$ cat src/rtl/counter_arbiter_if.sv
// Requester-side bus of the shared interval counter: request levels and lengths in,
// grant, completion and counter status out.
interface counter_arbiter_if #(
    parameter int NREQ  = 4,
    parameter int WIDTH = 4,
    parameter int OWW   = 2
);
    logic [NREQ-1:0]       req;
    logic [NREQ*WIDTH-1:0] len;
    logic [NREQ-1:0]       gnt;
    logic [NREQ-1:0]       done;
    logic                  busy;
    logic [OWW-1:0]        owner;
    logic [WIDTH-1:0]      cnt;

    modport master (output req, len, input gnt, done, busy, owner, cnt);
    modport slave  (input req, len, output gnt, done, busy, owner, cnt);
endinterface

$ cat src/rtl/counter_arbiter.sv
// Round-robin scheduler that lends one WIDTH-bit interval counter to NREQ requesters.
//   state  | meaning
//   IDLE   | no owner; arbitrate over req starting at ptr
//   RUN    | owner holds gnt, cnt counts 0..len_q-1
//   DONE   | done pulse to owner; ptr advances past owner
module counter_arbiter #(
    parameter int NREQ  = 4,
    parameter int WIDTH = 4,
    parameter int OWW   = 2
) (
    input  logic                 clk2,
    input  logic                 rstn,
    counter_arbiter_if.slave     bus
);
    typedef enum logic [1:0] {S_IDLE, S_RUN, S_DONE} state_t;

    state_t           state_q, state_d;
    logic [OWW-1:0]   ptr_q, ptr_d;
    logic [OWW-1:0]   owner_q, owner_d;
    logic [NREQ-1:0]  gnt_q, gnt_d;
    logic [NREQ-1:0]  done_q, done_d;
    logic [WIDTH-1:0] cnt_q, cnt_d;
    logic [WIDTH-1:0] len_q, len_d;

    logic [OWW-1:0]   win;
    logic [OWW-1:0]   cand;
    logic             found;
    logic [WIDTH-1:0] len_sel;
    logic [WIDTH-1:0] term;
    logic [OWW-1:0]   owner_nxt;

    // First pending request at or after ptr, wrapping modulo NREQ.
    always_comb begin
        win   = '0;
        cand  = '0;
        found = 1'b0;
        for (int off = 0; off < NREQ; off++) begin
            cand = OWW'((int'(ptr_q) + off) % NREQ);
            if (!found && bus.req[cand]) begin
                found = 1'b1;
                win   = cand;
            end
        end
    end

    always_comb begin
        len_sel = '0;
        for (int i = 0; i < NREQ; i++) begin
            if (win == OWW'(i)) len_sel = bus.len[i*WIDTH +: WIDTH];
        end
    end

    // len_q of zero wraps to all-ones, giving a full 2**WIDTH cycle interval.
    assign term      = len_q - 1'b1;
    assign owner_nxt = (owner_q == OWW'(NREQ - 1)) ? '0 : owner_q + 1'b1;

    always_comb begin
        state_d = state_q;
        ptr_d   = ptr_q;
        owner_d = owner_q;
        gnt_d   = gnt_q;
        done_d  = '0;
        cnt_d   = cnt_q;
        len_d   = len_q;
        case (state_q)
            S_IDLE: begin
                cnt_d = '0;
                if (found) begin
                    owner_d = win;
                    gnt_d   = NREQ'(1) << win;
                    len_d   = len_sel;
                    state_d = S_RUN;
                end
            end
            S_RUN: begin
                if (!bus.req[owner_q]) begin
                    gnt_d   = '0;
                    cnt_d   = '0;
                    ptr_d   = owner_nxt;
                    state_d = S_IDLE;
                end else if (cnt_q == term) begin
                    gnt_d           = '0;
                    cnt_d           = '0;
                    done_d[owner_q] = 1'b1;
                    state_d         = S_DONE;
                end else begin
                    cnt_d = cnt_q + 1'b1;
                end
            end
            S_DONE: begin
                ptr_d   = owner_nxt;
                state_d = S_IDLE;
            end
            default: begin
                gnt_d   = '0;
                cnt_d   = '0;
                state_d = S_IDLE;
            end
        endcase
    end

    always_ff @(posedge clk2) begin
        if (!rstn) begin
            state_q <= S_IDLE;
            ptr_q   <= '0;
            owner_q <= '0;
            gnt_q   <= '0;
            done_q  <= '0;
            cnt_q   <= '0;
            len_q   <= '0;
        end else begin
            state_q <= state_d;
            ptr_q   <= ptr_d;
            owner_q <= owner_d;
            gnt_q   <= gnt_d;
            done_q  <= done_d;
            cnt_q   <= cnt_d;
            len_q   <= len_d;
        end
    end

    assign bus.gnt   = gnt_q;
    assign bus.done  = done_q;
    assign bus.busy  = (state_q != S_IDLE);
    assign bus.owner = owner_q;
    assign bus.cnt   = cnt_q;
endmodule

$ cat src/flat_wrapper.sv
// flat-port wrapper written by rule: the top's interface ports become plain ports
module counter_arbiter_flat 
#(
    parameter int NREQ  = 4,
    parameter int WIDTH = 4,
    parameter int OWW   = 2
)
  (clk2, rstn, bus_req, bus_len, bus_gnt, bus_done, bus_busy, bus_owner, bus_cnt);
  counter_arbiter_if #(.NREQ(NREQ), .WIDTH(WIDTH), .OWW(OWW)) bus_i ();
  input  logic clk2;
  input  logic rstn;
  input wire logic [$bits(bus_i.req)-1:0] bus_req;
  input wire logic [$bits(bus_i.len)-1:0] bus_len;
  output wire logic [$bits(bus_i.gnt)-1:0] bus_gnt;
  output wire logic [$bits(bus_i.done)-1:0] bus_done;
  output wire logic [$bits(bus_i.busy)-1:0] bus_busy;
  output wire logic [$bits(bus_i.owner)-1:0] bus_owner;
  output wire logic [$bits(bus_i.cnt)-1:0] bus_cnt;
  assign bus_i.req = bus_req;
  assign bus_i.len = bus_len;
  assign bus_gnt = bus_i.gnt;
  assign bus_done = bus_i.done;
  assign bus_busy = bus_i.busy;
  assign bus_owner = bus_i.owner;
  assign bus_cnt = bus_i.cnt;
  counter_arbiter #(.NREQ(NREQ), .WIDTH(WIDTH), .OWW(OWW)) u_core (.clk2(clk2), .rstn(rstn), .bus(bus_i));
endmodule
$ cat config.mk
export PLATFORM = sky130hd
export DESIGN_NAME = counter_arbiter_flat
export DESIGN_NICKNAME = d
export VERILOG_FILES = /design/src/rtl/counter_arbiter_if.sv /design/src/rtl/counter_arbiter.sv /design/src/flat_wrapper.sv
export SDC_FILE = /design/constraint.sdc
export NUM_CORES = 1
export LEC_CHECK = 0
export BUFFER_PORTS_ARGS = -buffer_cell sky130_fd_sc_hd__buf_4
export CORE_UTILIZATION = 46
export CTS_CLUSTER_SIZE = 30
export DETAILED_ROUTE_END_ITERATION = 12
export GPL_ROUTABILITY_DRIVEN = 0
export PLACE_DENSITY = 0.74
export SETUP_SLACK_MARGIN = 0.5
export SYNTH_ARGS = -nofsm -noshare
export SYNTH_HDL_FRONTEND = slang
export SYNTH_SLANG_ARGS = --single-unit
$ cat constraint.sdc
create_clock -name clk2 -period 1.6 [get_ports clk2]
set_input_delay 0.32 -clock clk2 [delete_from_list [all_inputs] [get_ports clk2]]
set_output_delay 0.32 -clock clk2 [all_outputs]
set_load 0.05 [all_outputs]
==> flow_summary.toml, run 1 <==
[run_status]
status = "finished clean"

[routing]
wl_per_cell_um = 15.1
num_vias = 1323
drt-vias-per-instance = 5.63
routed_wirelength_mm = 3.54
drc = 0
first_pass_iters = 4
drt-initial-drc-count = 30
ant_nets = 0

[logic_synthesis]
yosysUniqueCellTypes = 50
netlist_instances = 155
synth_seq_cells = 22
synth-edff-count = 0
syn-num-nets = 183
syn-cell-area_mm2 = 0.00134
synth_flop_cell = "dfxtp_1"
synth_area_per_cell_um2 = 8.65
synth_warnings = 0
seq_area_frac_synth_pct = 32.9
synthArstFlopShare_pct = 0

[die]
die-area_mm2 = 0.00313
fp.dieH_um = 56.0
core_mm2 = 0.00276
initial_core_util_pct = 48.6
fp.dieW_um = 56.0
io_pins = 37
rows = 19

[timing]
maxSlewHeadroom_pct = 70.7
setup_tns_ns = 0
rsz0062_at_grt = "true"
slew_viol_final = 0
hold_viol = 0
finalCritPeriodShare_pct = 98.4
finalClockSkew_ns = 0.00385
finalSetupViolations = 0
fmax_mhz = 635
layout_setup_ws_ns = 0.0260
tightest_slew_ns = 0.440
layout_min_cycle_time_ns = 1.57

[clock_network]
tritoncts = "built"
cts.clk_slew.worst_paths_ns = 0.12
cts_made_buffers = 3
ctsRootBufferMaster = "clkbuf_4"
worstSkewPairLatency_ns = 0.31
clk_path_buf_depth = 2
clkSinkCount = 22
htree_levels = 1
ctsHoldBuffers = 0

[min_path]
hold_class = "in2reg"
hp-start = "rstn"

[placed_design]
io_buffers = 36
dp_slack_ns = -0.0521
post-dp-hpwl_mm = 2.45

[global_routing]
grt_first_pass_wirelength_mm = 5.62
track_usage_pct = 22.6
antenna_found_initial = 0
grt-ovfl-total = 0
grt_pass1_vias = 1250
grt_start_max_net_pins = 21

[flow_run]
cap_violations = 0

[critical_path]
required_ns = 1.82
r2r-start = "u_core.len_q[0]"
crit_start = "u_core.len_q[0]"
cp_data_arrival_time_ns = 1.79
setup.worst_path.start_class = "flip-flop"
critPathCaptureType = "flip-flop"
cp_max_fo = 4
path_class = "reg2reg"

[final_layout]
antenna_cells = 0
final_nets = 233
drive_gt1_share_pct = 56.4
areaGrowthSynthToFinish_pct = 55.8

[power]
p_per_area_mw_per_mm2 = 704
vdd_drop_max_mv = 0.598
power.total_w = 0.00147
power.leakage_nw = 0.848
-- sequential cells by signal, indices dropped and copies added, names as in the netlist --
register	count
u_core.bus.cnt	4
u_core.bus.done	4
u_core.bus.gnt	4
u_core.len_q	4
u_core.bus.owner	2
u_core.ptr_q	2
u_core.state_q	2
-- where the power goes --
part           switching, W  leakage (nW)  internal (W)
clock              0.000170        0.0150     0.0000974
sequential        0.0000380         0.190      0.000580
combinational      0.000294         0.643      0.000290
total              0.000502         0.848      0.000968
-- synthesized netlist by cell type, drive strengths merged (2+ instances only) --
library cell  count  area (um^2)
ha                6         75.1
or2               3         21.3
a21boi            7         52.6
o31ai             2         15.0
o22ai             3         25.0
clkbuf            2         7.51
nand2             8         30.0
o32ai             2         17.5
xor2              2         17.5
a21oi             3         15.0
o21a              3         22.5
dfxtp            22          440
inv              13         48.8
o21ai             7         35.0
nand2b            5         31.3
or3b              2         17.5
buf               5         42.5
nor3              9         45.0
xnor2             2         17.5
o211ai            2         20.0
o221ai            5         43.8
nor2b             2         12.5
mux2i             3         30.0
or3               3         18.8
and2b             2         17.5
nor2             11         41.3
nand3             8         40.0
-- timing repair --
item	in CTS	in global routing
setup endpoints to repair	37	37
pin swaps	5	11
setup buffers	11	3
gates cloned	0	0
resized for setup	48	16
-- critical path: stages (launching register included) --
cell,delay [ns]
dfxtp_2,0.37
inv_2,0.06
ha_4,0.24
xor2_2,0.16
nand3_2,0.11
o211ai_2,0.22
buf_4,0.15
nor3b_2,0.03
a21o_1,0.14
-- placed cells by master, fill, tap and decap left out, drive strengths merged, types with 4 or more instances in the layout --
master | netlist | layout
buf | 5 | 52
dfxtp | 22 | 22
inv | 13 | 13
nor2 | 11 | 11
nor3 | 9 | 9
nand3 | 8 | 8
nand2 | 8 | 8
a21boi | 7 | 7
o21ai | 7 | 7
ha | 6 | 6
o221ai | 5 | 5
nand2b | 5 | 5
clkbuf | 2 | 4
-- stage by stage --
stage	cells	hold slack, ns	utilization [%]	area [um^2]
3_3_place_gp	217	0.467	62.9	1740
3_5_place_dp	217	0.474	62.9	1740
4_1_cts	232	0.345	72.5	2000
5_1_grt	235	0.333	75.7	2090
2_1_floorplan	155	0.458	-	1490
6_report	235	0.343	75.7	2090
-- layout make-up --
class	instances	area [um^2]
sequential	22	480
inverter	13	51.3
tap	31	38.8
clock buffer	4	26.3
multi-input combinational	113	973
fill	192	669
timing repair buffer	52	518
-- layer usage --
metal	GRT usage (%)	vias to the layer above	wire [um]
li1	-	654	-
met1	28.8	617	1530
met2	38.3	45	1810
met3	3.26	7	131
met4	9.41	0	67
met5	0	-	0
-- worst paths after layout --
check / cells past startpoint / slack, ns / end
min: 2 / 0.34 / u_core.state_q[0]
max: 8 / 0.03 / u_core.bus.cnt[2]
min reg2reg: 2 / 0.50 / u_core.bus.gnt[0]
max reg2reg: 8 / 0.03 / u_core.bus.cnt[2]
-- cells by family after synthesis --
family / share of synthesized area (%)
buffers and inverters: 7.38
muxes: 4.20
AOI/OAI and AO/OA: 22.6
xor gates and xnor gates: 4.30
DFF: 32.9
and+or+nand+nor: 23.1
adders and majority gates: 5.60
No activity file was read; power rests on OpenSTA's default activity.
==> run 2, diff against run 1 <==
- CORE_UTILIZATION: 46 -> 45
- PLACE_DENSITY: 0.74 -> 0.73
==> run 2 against run 1 <==
Effect of this change:
- critical path depth decreased by 2
- sequential share of layout area rose by 0.19 points
- first-iteration DRC count rose by 13%
- routed wire length rose by 0.48%
- fmax rose by 0.45%
- final cell count shrank 2.6%
- largest cell class unchanged
- clock skew decreased by 0.0028 ns
- die area rose by 2.1%
- global-route usage is 0.23 points lower
- worst setup slack better by 0.0070 ns
- largest power group unchanged
- clock-buffer cell count unchanged
==> flow_summary.toml, run 2 (synthesis results as in run 1) <==
[timing]
finalClockSkew_ns = 0.00101
slew_viol_final = 0
maxSlewHeadroom_pct = 69.8
layout_setup_ws_ns = 0.0330
layout_min_cycle_time_ns = 1.57
tightest_slew_ns = 0.453
finalCritPeriodShare_pct = 97.9
hold_viol = 0
rsz0062_at_grt = "true"
fmax_mhz = 638
finalSetupViolations = 0

[run_status]
status = "finished clean"

[critical_path]
cpLargestDelayFamily = "compound AO/OA/AOI/OAI gates"
reg2reg_slack_ns = 0.03
max_stage_delay_ns = 0.36
cp_data_arrival_time_ns = 1.82
rr_endpoint = "u_core.len_q[2]"
crit_chain = "and2b_4 > o22ai_2 > a22oi_2 > buf_4 > o221ai_2 > o31ai_1"
crit_buf_inv = 1
r2r-start = "u_core.ptr_q[0]"
crit_start = "u_core.ptr_q[0]"
critPathCaptureType = "flip-flop"
endpoint = "u_core.len_q[2]"
worstSetupPathDepth = 6
cp_max_fo = 5
path_class = "reg2reg"
setup.worst_path.start_class = "flip-flop"
r2r_cells = 6
crit_path_top_delay_cell = "dfxtp_2"
required_ns = 1.85

[final_layout]
multiInputGateArea_mm2 = 0.00101
drive_gt1_share_pct = 56.1
final_cells = 229
final_cell_mix = "buf_4 (28), dfxtp_2 (15), buf_8 (13), nor3_1 (9), nor2_1 (9)"
antenna_cells = 0
fillers = 202
final_nets = 227
areaGrowthSynthToFinish_pct = 53.8
seqCellArea_um2 = 478
layout_commonest_cell = "buf_4"

[clock_network]
ctsRootBufferMaster = "clkbuf_4"
tritoncts = "built"
cts.clk_slew.worst_paths_ns = 0.13
cts_made_buffers = 3
htree_levels = 1
clkSinkCount = 22
clk_path_buf_depth = 2
worstSkewPairLatency_ns = 0.32
ctsHoldBuffers = 0

[die]
fp.dieH_um = 56.6
core_mm2 = 0.00278
initial_core_util_pct = 48.2
io_pins = 37
fp.dieW_um = 56.6
rows = 19
die-area_mm2 = 0.00320

[routing]
drt-initial-drc-count = 34
ant_nets = 0
drt-vias-per-instance = 5.71
num_vias = 1308
routed_wirelength_mm = 3.56
wl_per_cell_um = 15.5
first_pass_iters = 6
drc = 0

[global_routing]
grt_start_max_net_pins = 21
grt-ovfl-total = 0
grt_pass1_vias = 1197
track_usage_pct = 22.4
grt_first_pass_wirelength_mm = 5.53
antenna_found_initial = 0

[placed_design]
io_buffers = 36
post-dp-hpwl_mm = 2.39
dp_slack_ns = -0.0747
placed_cells = 215

[power]
p_per_area_mw_per_mm2 = 738
power.leakage_nw = 0.831
vdd_drop_max_mv = 0.640

[flow_run]
cap_violations = 0

[min_path]
hold_class = "in2reg"
hp-start = "bus_len[2]"
==> run 2: worst register-to-register path, cell delays in order (launching register included) <==
cell and delay, ns:
dfxtp_2 0.36, and2b_4 0.29, o22ai_2 0.07, a22oi_2 0.33
buf_4 0.18, o221ai_2 0.08, o31ai_1 0.18
==> run 2: through the flow <==
step / area [um^2] / power (W) / util, % / hold WS [ns] / TNS (ns)
6_report: 2060 / 0.00152 / 74.1 / 0.326 / 0
5_1_grt: 2060 / 0.00158 / 74.1 / 0.326 / -0.104
3_3_place_gp: 1720 / 0.00106 / 61.9 / 0.464 / -0.00997
4_1_cts: 1920 / 0.00145 / 69.2 / 0.323 / 0
3_5_place_dp: 1720 / 0.00107 / 61.9 / 0.473 / -0.117
2_1_floorplan: 1490 / 0.000970 / - / 0.458 / 0
==> run 2: layout make-up <==
class	count	share of cell area [%]
clock buffer	4	1.76
inverter	13	2.49
multi-input combinational	114	48.8
sequential	22	23.2
tap	31	1.88
timing repair buffer	45	21.9
==> run 2: worst min-delay path by stage <==
stage                        end  slack (ns)  cells past startpoint
4_1_cts        u_core.state_q[0]        0.32                      2
3_5_place_dp   u_core.bus.gnt[1]        0.47                      2
6_report         u_core.len_q[2]        0.33                      3
3_3_place_gp   u_core.bus.gnt[3]        0.46                      2
5_1_grt          u_core.ptr_q[0]        0.33                      2
2_1_floorplan    u_core.len_q[3]        0.46                      2
==> run 2: power breakdown <==
part	leakage (nW)	total, W	internal (W)	switching, W
clock	0.0210	0.000324	0.000139	0.000185
combinational	0.620	0.000574	0.000272	0.000302
sequential	0.190	0.000623	0.000582	0.0000411
total	0.831	0.00152	0.000993	0.000528
==> run 2: what timing repair did <==
item	4_1_cts	5_1_grt
setup endpoints to repair	37	37
endpoints found under the hold margin	0	0
resized for setup	35	29
pin swaps	3	10
buffers inserted	6	3
gates cloned	1	0
==> run 2: routing by layer <==
metal | up-vias | GRT usage [%] | wire length, um
met1 | 624 | 28.4 | 1520
met3 | 8 | 3.00 | 134
met5 | - | 0 | 0
met4 | 0 | 9.76 | 77
met2 | 39 | 37.8 | 1830
li1 | 637 | - | -
==> run 3, diff against run 2 <==
- CTS_BUF_LIST: unset -> sky130_fd_sc_hd__clkbuf_4
==> run 3 against run 2 <==
Effect of this change:
- the flow now finishes with violations (setup timing)
- clock skew increased by 0.0039 ns
- final cell count rose by 5.7%
- clock-buffer cell count down 1
- sequential power decreased by 0.6%
- sequential share of layout area decreased by 1.1 points
- first-iteration DRC count rose by 5.9%
- register-to-register slack worse by 0.06 ns
- flip-flop and latch count stayed put
- critical path type unchanged
- largest power group is now combinational cells
==> flow_summary.toml, run 3 (synthesis results as in run 1) <==
[min_path]
hold_class = "in2reg"
hp-start = "bus_len[2]"

[placed_design]
placed_cells = 215
io_buffers = 36
post-dp-hpwl_mm = 2.39

[timing]
fmax_mhz = 614
finalClockSkew_ns = 0.00492
hold_viol = 0
layout_min_cycle_time_ns = 1.63
rsz0062_at_grt = "true"
finalSetupViolations = 2
finalCritPeriodShare_pct = 102
setup_tns_ns = -0.0418
slew_viol_final = 0
maxSlewHeadroom_pct = 70.1
layout_setup_ws_ns = -0.0285
tightest_slew_ns = 0.448

[flow_run]
cap_violations = 0

[final_layout]
final_cells = 242
final_nets = 240
antenna_cells = 0
areaGrowthSynthToFinish_pct = 64.3
layout_commonest_cell = "buf_4"
final_cell_mix = "buf_4 (40), buf_8 (14), dfxtp_2 (12), nor2_1 (9)"
drive_gt1_share_pct = 61.1

[die]
rows = 19
io_pins = 37
fp.dieW_um = 56.6
initial_core_util_pct = 48.2
fp.dieH_um = 56.6
core_mm2 = 0.00278
die-area_mm2 = 0.00320

[critical_path]
crit_start = "u_core.len_q[0]"
crit_path_top_delay_cell = "dfxtp_2"
cp_max_fo = 4
path_class = "reg2reg"
crit_chain = "inv_2 > ha_4 > xor2_2 > nand3_2 > o211ai_4 > buf_4 > nor3b_1 > a21o_1"
r2r-start = "u_core.len_q[0]"
setup.worst_path.start_class = "flip-flop"
max_stage_delay_ns = 0.36
cp_data_arrival_time_ns = 1.86
critPathCaptureType = "flip-flop"
required_ns = 1.83

[run_status]
status = "finished with violations"
violations = "setup timing"

[power]
clockPowerShare_pct = 17.6
power.internal_w = 0.000989
vdd_drop_max_mv = 0.645
combinationalPowerShare_pct = 42.6
p_per_area_mw_per_mm2 = 706
power.share.sequential_pct = 39.8
power_switching_w = 0.000566
p_sw_share_pct = 36.4
power.leakage_nw = 0.900

[routing]
routed_wirelength_mm = 4.28
ant_nets = 0
drt-initial-drc-count = 36
wl_per_cell_um = 17.7
drc = 0
drt-vias-per-instance = 5.95
num_vias = 1440
first_pass_iters = 4

[global_routing]
track_usage_pct = 24.0
grt-ovfl-total = 0
grt_start_max_net_pins = 21
antenna_found_initial = 0
grt_pass1_vias = 1310
grt_first_pass_wirelength_mm = 5.93

[clock_network]
clkSinkCount = 22
tritoncts = "built"
ctsHoldBuffers = 0
clk_path_buf_depth = 2
ctsRootBufferMaster = "clkbuf_4"
worstSkewPairLatency_ns = 0.32
cts_made_buffers = 3
cts.clk_slew.worst_paths_ns = 0.13
htree_levels = 1
## run 3: cell count changes in the layout (fill, tap and decap cells not counted), moves of 3 or more
cell	before	now
dfxtp_2	15	12
o21ai_1	5	1
dfxtp_4	5	8
o21ai_2	2	5
buf_4	28	40
## run 3: critical path: cells and delay by family (launching register included)
family,cells,cell delay (ns)
AND/OR/NAND/NOR,2,0.20
adder cells (fa/ha/maj),1,0.28
buffers and inverters,2,0.20
flip-flops,1,0.36
AO/OA/AOI/OAI,2,0.37
XOR/XNOR,1,0.14
## run 3: layout make-up
| type | count | area [um^2] |
|---|---|---|
| repair buffers | 58 | 556 |
| fillers | 171 | 579 |
| well taps | 31 | 38.8 |
| flip-flops and latches | 22 | 485 |
| clock inverters | 1 | 3.75 |
| clock buffers | 3 | 22.5 |
| inverters | 13 | 51.3 |
| multi-input cells | 114 | 1040 |
## run 3: metrics by stage
step | cell area, um^2 | hold WS [ns] | util, % | total power, W | setup WS, ns
2_1_floorplan | 1490 | 0.458 | - | 0.000970 | 0.0699
3_3_place_gp | 1720 | 0.464 | 61.9 | 0.00106 | -0.00997
3_5_place_dp | 1720 | 0.473 | 61.9 | 0.00107 | -0.0747
4_1_cts | 1960 | 0.328 | 70.6 | 0.00142 | 0.0168
5_1_grt | 2200 | 0.344 | 79.2 | 0.00162 | -0.0876
6_report | 2200 | 0.330 | 79.2 | 0.00155 | -0.0285
## run 3: worst paths after layout
path,end,slack (ns),depth (start not counted)
worst max-delay path,u_core.bus.cnt[2],-0.03,8
worst min-delay path,u_core.len_q[2],0.33,3
worst max register to register,u_core.bus.cnt[2],-0.03,8
worst min register to register,u_core.bus.gnt[2],0.52,2
## run 3: repair_timing
action                     CTS  global route
gates resized for setup     37            37
setup buffers               13             9
pin swaps                    7            13
cloned                       1             0
setup endpoints to repair   37            37
## run 3: power by group through the flow
stage / registers, W / clock network (W) / logic [W]
3_3_place_gp: 0.000635 / 0 / 0.000430
6_report: 0.000619 / 0.000273 / 0.000663
4_1_cts: 0.000618 / 0.000273 / 0.000531
2_1_floorplan: 0.000669 / 0 / 0.000301
3_5_place_dp: 0.000636 / 0 / 0.000438
5_1_grt: 0.000622 / 0.000295 / 0.000698
## run 3: metal layers
layer  global-route usage [%]  routed length, um
met1                     27.6               1750
met2                     43.5               2200
met3                     3.46                187
met4                     10.5                144
met5                        0                  0
